==> config.mk <==
export PLATFORM = sky130hd
export DESIGN_NAME = event_capture_encoder
export DESIGN_NICKNAME = d
export VERILOG_FILES = /design/src/rtl/event_capture_encoder.sv
export SDC_FILE = /design/constraint.sdc
export NUM_CORES = 1
export LEC_CHECK = 0
export ABC_CLOCK_PERIOD_IN_PS = 1940
export CAP_MARGIN = 10
export CORE_UTILIZATION = 39
export CTS_CLUSTER_DIAMETER = 40
export DETAILED_ROUTE_END_ITERATION = 10
export RECOVER_POWER = 25
export SYNTH_ARGS = -nofsm -noshare
export SYNTH_HDL_FRONTEND = slang
export SYNTH_SLANG_ARGS = --single-unit
==> constraint.sdc <==
create_clock -name clk -period 1.94 [get_ports clk]
set_clock_uncertainty 0.1 [all_clocks]
set_input_delay 0.291 -clock clk [delete_from_list [all_inputs] [get_ports clk]]
set_output_delay 0.291 -clock clk [all_outputs]
set_load 0.02 [all_outputs]
==> src/rtl/event_capture_encoder.sv <==
// rtl/event_capture_encoder.sv - synchronised 8-line event capture with highest-first 3-bit code handshake
module event_capture_encoder #(
    parameter int SYNC_STAGES = 2
) (
    input  logic       clk,
    input  logic       rst_n,
    input  logic [7:0] d,
    output logic [2:0] code,
    output logic       code_valid,
    input  logic       code_ready,
    output logic [7:0] pending,
    output logic [7:0] overflow,
    input  logic       ovf_clr
);

    logic [SYNC_STAGES-1:0][7:0] sync_q;
    logic [7:0] hist_q;
    logic [7:0] evt;
    logic [7:0] sel_mask;
    logic [7:0] clr_mask;
    logic [7:0] pending_d;
    logic [7:0] overflow_d;
    logic [2:0] sel_code;
    logic       load;

    // Stage 0 takes d; the last stage feeds the edge detector.
    always_ff @(posedge clk or negedge rst_n) begin
        if (!rst_n) begin
            sync_q <= '0;
            hist_q <= '0;
        end else begin
            sync_q <= {sync_q[SYNC_STAGES-2:0], d};
            hist_q <= sync_q[SYNC_STAGES-1];
        end
    end

    assign evt = sync_q[SYNC_STAGES-1] & ~hist_q;

    // Ascending scan so the highest set bit is the one left selected.
    always_comb begin
        sel_code = 3'd0;
        sel_mask = 8'd0;
        for (int i = 0; i < 8; i++) begin
            if (pending[i]) begin
                sel_code    = 3'(i);
                sel_mask    = 8'd0;
                sel_mask[i] = 1'b1;
            end
        end
    end

    assign load       = (~code_valid | code_ready) & (|pending);
    assign clr_mask   = load ? sel_mask : 8'd0;
    // A new event on a bit being loaded re-arms it rather than overflowing.
    assign pending_d  = (pending & ~clr_mask) | evt;
    assign overflow_d = (ovf_clr ? 8'd0 : overflow) | (evt & pending & ~clr_mask);

    always_ff @(posedge clk or negedge rst_n) begin
        if (!rst_n) begin
            pending  <= '0;
            overflow <= '0;
        end else begin
            pending  <= pending_d;
            overflow <= overflow_d;
        end
    end

    always_ff @(posedge clk or negedge rst_n) begin
        if (!rst_n) begin
            code       <= 3'd0;
            code_valid <= 1'b0;
        end else if (load) begin
            code       <= sel_code;
            code_valid <= 1'b1;
        end else if (code_ready) begin
            code_valid <= 1'b0;
        end
    end

endmodule

Yosys cells after proc, flatten, opt, wreduce, memory -nomap -nowiden
Index checks and enable logic that the tools add are counted.
- multiplexer cells: 19
- reduce and logical (&&, ||, !) cells: 2
- bitwise gates (word level): 11
- operator list (cell ; count):
    8-bit two-way mux ; 9
    8-bit bitwise AND ; 4
    3-bit two-way mux ; 6
    8-bit inverter ; 2
    8-bit OR ; 2
    8-bit OR reduction ; 1
    1-bit two-way mux ; 4
    2-bit nonzero test ; 1
    1-bit bitwise AND ; 1
    1-bit inverter ; 1
    1-bit OR ; 1
- logic and storage cells: 39
- register bits after elaboration: 44
- input bits: 12

Depth between registers and ports, before layout
Gate-level depths: netlist of the first run.
- depth in word-level cells: 12
- mapped depth: 4
- gate-level depth less buffers: 4

Worst setup path after synthesis of the first run
OpenSTA, ideal clock, no wires.
- path kind: reg-to-reg
- from: reg code_valid
- to: reg overflow[4]
- setup time: 132 ps
- arrival time: 1251 ps
- buffers on the path: 0
- clock period less this slack: 1482 ps
- slack: 458 ps
- cell stages (with the launch flop): 5
- cells stage by stage: dfrtp_1 -> nor2b_4 -> or3_2 -> o21ai_2 -> o22ai_1
- cells in the longest elaborated chain, start to end: 7
- RTL lines (item ; RTL line ; text):
    from (decl) ; 9 ; output logic code_valid,
    from (signal assigned) ; 71 ; code_valid <= 1'b0;
    from (signal assigned) ; 74 ; code_valid <= 1'b1;
    from (signal assigned) ; 76 ; code_valid <= 1'b0;
    1-bit inverter ; 52 ; assign load = (~code_valid | code_ready) & (|pending);
    1-bit OR ; 52 ;
    1-bit bitwise AND ; 52 ;
    8-bit two-way mux ; 53 ; assign clr_mask = load ? sel_mask : 8'd0;
    8-bit inverter ; 56 ; assign overflow_d = (ovf_clr ? 8'd0 : overflow) | (evt & pending & ~clr_mask);
    8-bit bitwise AND ; 56 ;
    8-bit OR ; 56 ;
    net overflow_d[4] ; 22 ; logic [7:0] overflow_d;
    to (signal assigned) ; 64 ; overflow <= overflow_d;
    to (decl) ; 12 ; output logic [7:0] overflow,
The timed path passes the listed nets, and every way through them passes these cells.
A chain may end at the register's enable or synchronous reset.

Worst setup path after layout of the first run
- from: reg pending[5]
- to: out pending[5]
- RTL lines (item ; RTL line ; text):
    from (decl) ; 11 ; output logic [7:0] pending,
    from (signal assigned) ; 63 ; pending <= pending_d;
No word-level cell between the ends.

==> results of run 1 <==
## what timing repair did
action                                  4_1_cts  5_1_grt
hold endpoints to repair                     21        0
hold buffers                                  1        0
endpoints found under the setup margin        0        0
gates resized for setup                       0        0
## sequential cells by signal, summed over array words and instances, names as in the netlist
signal / flops
sync_q: 16
hist_q: 8
overflow: 8
pending: 8
code: 3
code_valid: 1
## power groups by stage
| stage | Clock (mW) | Sequential [mW] | Combinational (mW) |
|---|---|---|---|
| floorplan | 0 | 1.08 | 0.0557 |
| global placement | 0 | 1.04 | 0.222 |
| detailed placement | 0 | 1.04 | 0.227 |
| CTS | 0.584 | 1.03 | 0.229 |
| global route | 0.636 | 1.03 | 0.242 |
| finish | 0.562 | 1.02 | 0.222 |
## cells in the mapped netlist
library cell	instances	area (sq um)
dfrtp_1	44	1100
nand2_1	13	48.8
inv_1	10	37.5
nand2b_1	9	56.3
o22ai_1	8	50.1
o21ai_0	5	25.0
a21oi_1	3	15.0
nand3_1	2	10.0
nor3_1	2	10.0
o21ai_2	2	17.5
clkbuf_1	1	3.75
nor2_1	1	3.75
nor2b_4	1	13.8
nor3b_1	1	7.51
nor4_2	1	12.5
nor4_4	1	21.3
o21a_1	1	7.51
o21ai_1	1	5.00
o311ai_0	1	8.76
or3_2	1	7.51
## cell usage in the layout, fill, tap and decap left out, types with 2 or more instances in the layout
cell and instances:
a21oi_1 3, buf_4 2, clkbuf_1 3, clkbuf_8 6, clkdlybuf4s50_1 22, dfrtp_1 44
dlygate4sd3_1 9, inv_1 10, nand2_1 13, nand2b_1 9, nand3_1 2, nor3_1 2
o21ai_0 5, o21ai_2 2, o22ai_1 8
## how the worst max path moves through the flow
stage	startpoint	end	slack [ns]	cells past startpoint
6_report	pending[5]	pending[5]	0.09	1
5_1_grt	rst_n	pending[5]	0.01	3
4_1_cts	pending[5]	pending[5]	0.07	1
3_5_place_dp	code_ready	overflow[4]	0.11	5
3_3_place_gp	code_ready	overflow[4]	0.16	5
2_1_floorplan	code_valid	overflow[4]	0.46	4
## layer usage
| layer | wire length [um] | share of wire, % |
|---|---|---|
| met5 | 0 | 0 |
| met4 | 49 | 2.0 |
| met3 | 111 | 4.6 |
| met2 | 1200 | 50 |
| met1 | 1040 | 43 |
## through the flow
step | util, % | area [sq um]
6_report | 55.8 | 1940
3_5_place_dp | 53.0 | 1840
2_1_floorplan | - | 1460
4_1_cts | 55.8 | 1940
5_1_grt | 55.8 | 1940
3_3_place_gp | 53.0 | 1840
## layout make-up
class                      instances  area [sq um]  area share, %
timing repair buffer              34           329           17.0
multi-input combinational         53           320           16.5
sequential                        44          1100           56.9
clock buffer                       8          90.1           4.65
tap                               46          57.6           2.97
inverter                          10          37.5           1.94
## cells by family after synthesis
group	after synthesis
compound gates	21
buf+inv	11
flops	44
simple gates	32
==> metrics.md, run 1 <==
| Metric | Value |
|---|---|
| Combinational family with the most area after synthesis | simple AND/OR/NAND/NOR gates |
| Power Density | 934 mW/mm^2 |
| H-tree Lvls | 2 |
| Final-layout fill cell count | 310 |
| Initial Util | 42.2% |
| HP Class | reg -> reg |
| IO buf count | 31 |
| Netlist cell types | 20 |
| Synth Area in Adders | 0% |
| Max IR drop VDD | 0.511 mV |
| GR Util met2 | 21.8% |
| Static Leakage | 0.837 nW |
| Logic pwr share | 12.3% |
| Postcts setup bufs | 0 |
| CTS tree | yes |
| CP delay by family, top | buffers and inverters |
| Hold Crit Depth | 0 |
| TritonRoute pass-1 iters | 2 |
| Vias per cell | 4.68 |
| Global-route wire length before repair | 4210 um |
| Share of power burned in the clock network | 31.1% |
| Mapped Cells | 108 |
| Slew HR | 21.5% |
| Post-route setup slack | 0.0873 ns |
| Wirelength per Cell | 12.3 um |
| Reg2reg end | overflow[2] |
| Post-synthesis compound-gate area fraction | 8.81% |
| Inserted Diodes | 0 |
| CP arrival | between 1 and 1.5 ns |
| Met3 Resource Use GR | 5.98% |
| CP endpoint kind | output port |
| Clock latency at the later pin of the worst-skew pair | 0.29 ns |
| Synth warnings | 0 |
| Initial DRC count | 37 |
| Post-route insts no fill | 195 |
| Post-layout minimum cycle time | 1.85 ns |
| GPL Wtd Cong | 0.791 |
| Die area | 0.00400 sq mm |
| Worst slew pin tran | between 1 and 1.5 ns |
| Total Power | between 1.5 and 2 mW |
| Row Count | 21 |
| Io pins | 32 |
| Hold WS | 0.248 ns |
| Final setup vio count | 0 |
| Switching power total | 0.434 mW |
| Mapped cell area | around 0.0015 sq mm |
| Total negative slack | 0 ns |
| Syn nets | 120 |
| Fmax achieved | 0.540 GHz |
| Fin crit share | between 90% and 100% |
| CP max stage delay | 0.66 ns |
| RSZ-0062 raised after global routing | no |
| CTS Root Cell | clkbuf_8 |
| Hold path endpoint | sync_q[8] |
| Final wirelength | approximately 2400 um |
| Clock Path Buffers | 2 |
| Cells after DPL | 186 |
| Sequential power share | 56.7% |
| Synth-to-layout area growth | 32.3% |
| DR vias | 912 |
| Core footprint | between 0.003 and 0.004 sq mm |
| Post-Synth Simple-Gate Area | 13.1% |
| Max-slew violation count | 0 |
| Vias in the first global route | 912 |
| Worst slack at placement | 0.112 ns |
| GR Overflow Total | 0 |
| Post-synthesis mux area share | 0% |
| R2R setup slack | about 0.44 ns |
| Sequential share of the synthesized area | 75.3% |
| CP Class | reg -> out |
| Die Y | 63.2 um |
| Maxcap violations | 0 |
| Routed Antenna Nets | 0 |
| GRT Overall Usage | 14.3% |
| Top Usage Layer GRT | met2 |
| CP Cell Sequence | clkdlybuf4s50_1 |
| Internal power | around 1.4 mW |
| Slowest stage cell, crit path | clkdlybuf4s50_1 |
| Hpwl dp | 1760 um |
| Final hold violations | 0 |
| WP data required | 1.55 ns |
| Post-Synth XOR/XNOR Area | 0% |
| Clock slew at reported path FFs | 0.07 ns |
| FF-to-FF Start | pending[6] |
| Hold Startpoint | sync_q[0] |
| Worst Path Buf+Inv | 1 |
| Nets | 160 |
| Run status | completed |
| R2r worst-path depth | 4 |
| Largest net degree at the start of global routing | 24 |
| Clk sinks | 44 |
| Initial antenna violation count | 0 |
| Crit path max fanout | 7 |
| Grt met1 use | 17.9% |
| Drt drc | 0 |
| Ratio of cells with drive above 1 in the final layout | 9.40% |
| Crit path launch type | register |
| Per-instance average area after synthesis | 13.5 sq um |
| Seq cells post-synth | 44 |
| TritonCTS Buffers | 5 |
| Switching Fraction | about a quarter |
| Die Wd | 63.2 um |
No activity file was read; power rests on OpenSTA's default activity.
==> run 2: changes to the inputs <==
--- a/config.mk
+++ b/config.mk
@@ -10,7 +10,7 @@
 export CORE_UTILIZATION = 39
 export CTS_CLUSTER_DIAMETER = 40
 export DETAILED_ROUTE_END_ITERATION = 10
-export RECOVER_POWER = 25
+export SETUP_SLACK_MARGIN = 0.1
 export SYNTH_ARGS = -nofsm -noshare
 export SYNTH_HDL_FRONTEND = slang
 export SYNTH_SLANG_ARGS = --single-unit
==> metrics.md, run 2 (synthesized netlist as in run 1, its figures left out) <==
| Metric | Value |
|---|---|
| Run status | completed (unchanged) |
| Maxcap violations | 0 (unchanged) |
| Initial Util | 42.2% (unchanged) |
| Die area | 0.00400 sq mm (unchanged) |
| Fin area | 0.00195 sq mm (was 0.00194 sq mm) |
| Post-layout minimum cycle time | 1.77 ns (was 1.85 ns) |
| Fmax achieved | 0.564 GHz (was 0.540 GHz) |
| Slew HR | 67.2% (was 21.5%) |
| Routed Antenna Nets | 0 (unchanged) |
| Core footprint | 0.00347 sq mm (unchanged) |
| TritonRoute pass-1 iters | 3 (was 2) |
| Worst Path Buf+Inv | 1 (unchanged) |
| Drt drc | 0 (unchanged) |
| Post-route setup slack | 0.168 ns (was 0.0873 ns) |
| Crit path launch type | register (unchanged) |
| Commonest non-fill, non-tap cell in the layout | dfrtp_1 (unchanged) |
| WP data required | 1.55 ns (about the same) |
| DR vias | 910 (was 912) |
| Crit path max fanout | 6 (was 7) |
| Vias per cell | 4.67 (was 4.68) |
| TritonCTS Buffers | 5 (unchanged) |
| Worst slack at placement | 0.112 ns (unchanged) |
| CP arrival | 1.38 ns (was 1.46 ns) |
| Max reg flops | 16 (unchanged) |
| Commonest non-fill, non-tap cells in the layout | dfrtp_1 (43), clkdlybuf4s50_1 (27), nand2_1 (13), inv_1 (10), nand2b_1 (9) (was dfrtp_1 (44), clkdlybuf4s50_1 (22), nand2_1 (13), inv_1 (10)) |
| Cell Area, Placed | 0.00184 sq mm (unchanged) |
| GR Overflow Total | 0 (unchanged) |
| Global-route wire length before repair | 4210 um (unchanged) |
| Static Leakage | 0.858 nW (was 0.837 nW) |
| Clk sinks | 44 (unchanged) |
| Total Power | 1.81 mW (about the same) |
| Die Wd | 63.2 um (unchanged) |
| Final wirelength | 2410 um (was 2400 um) |
| CP max stage delay | 0.64 ns (was 0.66 ns) |
| Io pins | 32 (unchanged) |
| Wirelength per Cell | 12.3 um (about the same) |
| Biggest register | sync_q (unchanged) |
| Largest net degree at the start of global routing | 24 (unchanged) |
| Ratio of cells with drive above 1 in the final layout | 10.7% (was 9.40%) |
| IO buf count | 31 (unchanged) |
| Clock slew at reported path FFs | 0.08 ns (was 0.07 ns) |
| CP Cell Sequence | clkdlybuf4s50_1 (unchanged) |
| CP Class | reg -> out (unchanged) |
| RSZ-0062 raised after global routing | no (unchanged) |
| GPL Wtd Cong | 0.791 (unchanged) |
| Vias in the first global route | 912 (unchanged) |
| HP Class | reg -> reg (unchanged) |
| Row Count | 21 (unchanged) |
| CTS Root Cell | clkbuf_8 (unchanged) |
| Final hold violations | 0 (unchanged) |
| Postcts setup bufs | 0 (unchanged) |
| H-tree Lvls | 2 (unchanged) |
| Max IR drop VDD | 0.508 mV (was 0.511 mV) |
| Clock Path Buffers | 2 (unchanged) |
| CP delay by family, top | buffers and inverters (unchanged) |
| Worst slew pin tran | 0.492 ns (was 1.18 ns) |
| CP endpoint kind | output port (unchanged) |
| Fin crit share | 91.3% (was 95.5%) |
| Initial DRC count | 57 (was 37) |
| Total negative slack | 0 ns (unchanged) |
| Clock latency at the later pin of the worst-skew pair | 0.28 ns (was 0.29 ns) |
| R2R setup slack | 0.44 ns (about the same) |
| Inserted Diodes | 0 (unchanged) |
| Die Y | 63.2 um (unchanged) |
| Slowest stage cell, crit path | clkdlybuf4s50_1 (unchanged) |
| Power Density | 930 mW/mm^2 (was 934 mW/mm^2) |
| Synth-to-layout area growth | 33.0% (was 32.3%) |
| GRT Overall Usage | 14.3% (unchanged) |
| Max-slew violation count | 0 (unchanged) |
| Initial antenna violation count | 0 (unchanged) |
| Hpwl dp | 1760 um (unchanged) |
| Nets | 160 (unchanged) |
| CTS tree | yes (unchanged) |
| Final setup vio count | 0 (unchanged) |
-- run 2: cell count changes in the layout (fill, tap and decap cells not counted), sizes merged --
cell / change
clkdlybuf4s50: +5
dlymetal6s2s: +3
clkbuf: -1
dlygate4sd3: -8
buf: +1
-- run 2: area by class of cell --
class	count	area, sq um
Sequential cell	44	1100
Inverter	10	37.5
Timing Repair Buffer	34	338
Tap cell	46	57.6
Multi-Input combinational cell	53	320
Clock buffer	8	90.1
Fill cell	306	1520
-- run 2: layer usage --
| layer | vias to the layer above | share of wire, % | global-route usage (%) |
|---|---|---|---|
| met1 | 445 | 43 | 17.9 |
| met5 | - | 0 | 0 |
| li1 | 439 | - | - |
| met2 | 20 | 50 | 21.8 |
| met4 | 0 | 1.9 | 5.97 |
| met3 | 6 | 4.3 | 5.98 |
-- run 2: what timing repair did --
item	in CTS	in global routing
pin swaps	0	0
endpoints found under the setup margin	1	3
hold endpoints to repair	21	0
resized for setup	1	3
hold buffers	1	0
-- run 2: path summary, 6_finish.rpt --
path / from / end / cells after the start
max: pending[3] / pending[3] / 1
min: sync_q[0] / sync_q[8] / 0
max reg2reg: pending[6] / overflow[0] / 4
min reg2reg: sync_q[0] / sync_q[8] / 0
max in group asynchronous: rst_n / pending[5] / 3
min in group asynchronous: rst_n / pending[3] / 2
-- run 2: stage by stage --
step,std cells,hold WS [ns],util [%]
2_1_floorplan,108,-0.105,-
3_3_place_gp,186,0.178,53.0
3_5_place_dp,186,0.182,53.0
4_1_cts,195,0.252,55.9
5_1_grt,195,0.265,56.1
6_report,195,0.248,56.1
-- run 2: power by group --
part           leakage [nW]  switching (mW)  internal, mW  total (mW)
Combinational         0.313           0.114         0.110       0.224
Sequential            0.500          0.0474         0.978        1.03
Clock                0.0455           0.270         0.290       0.560
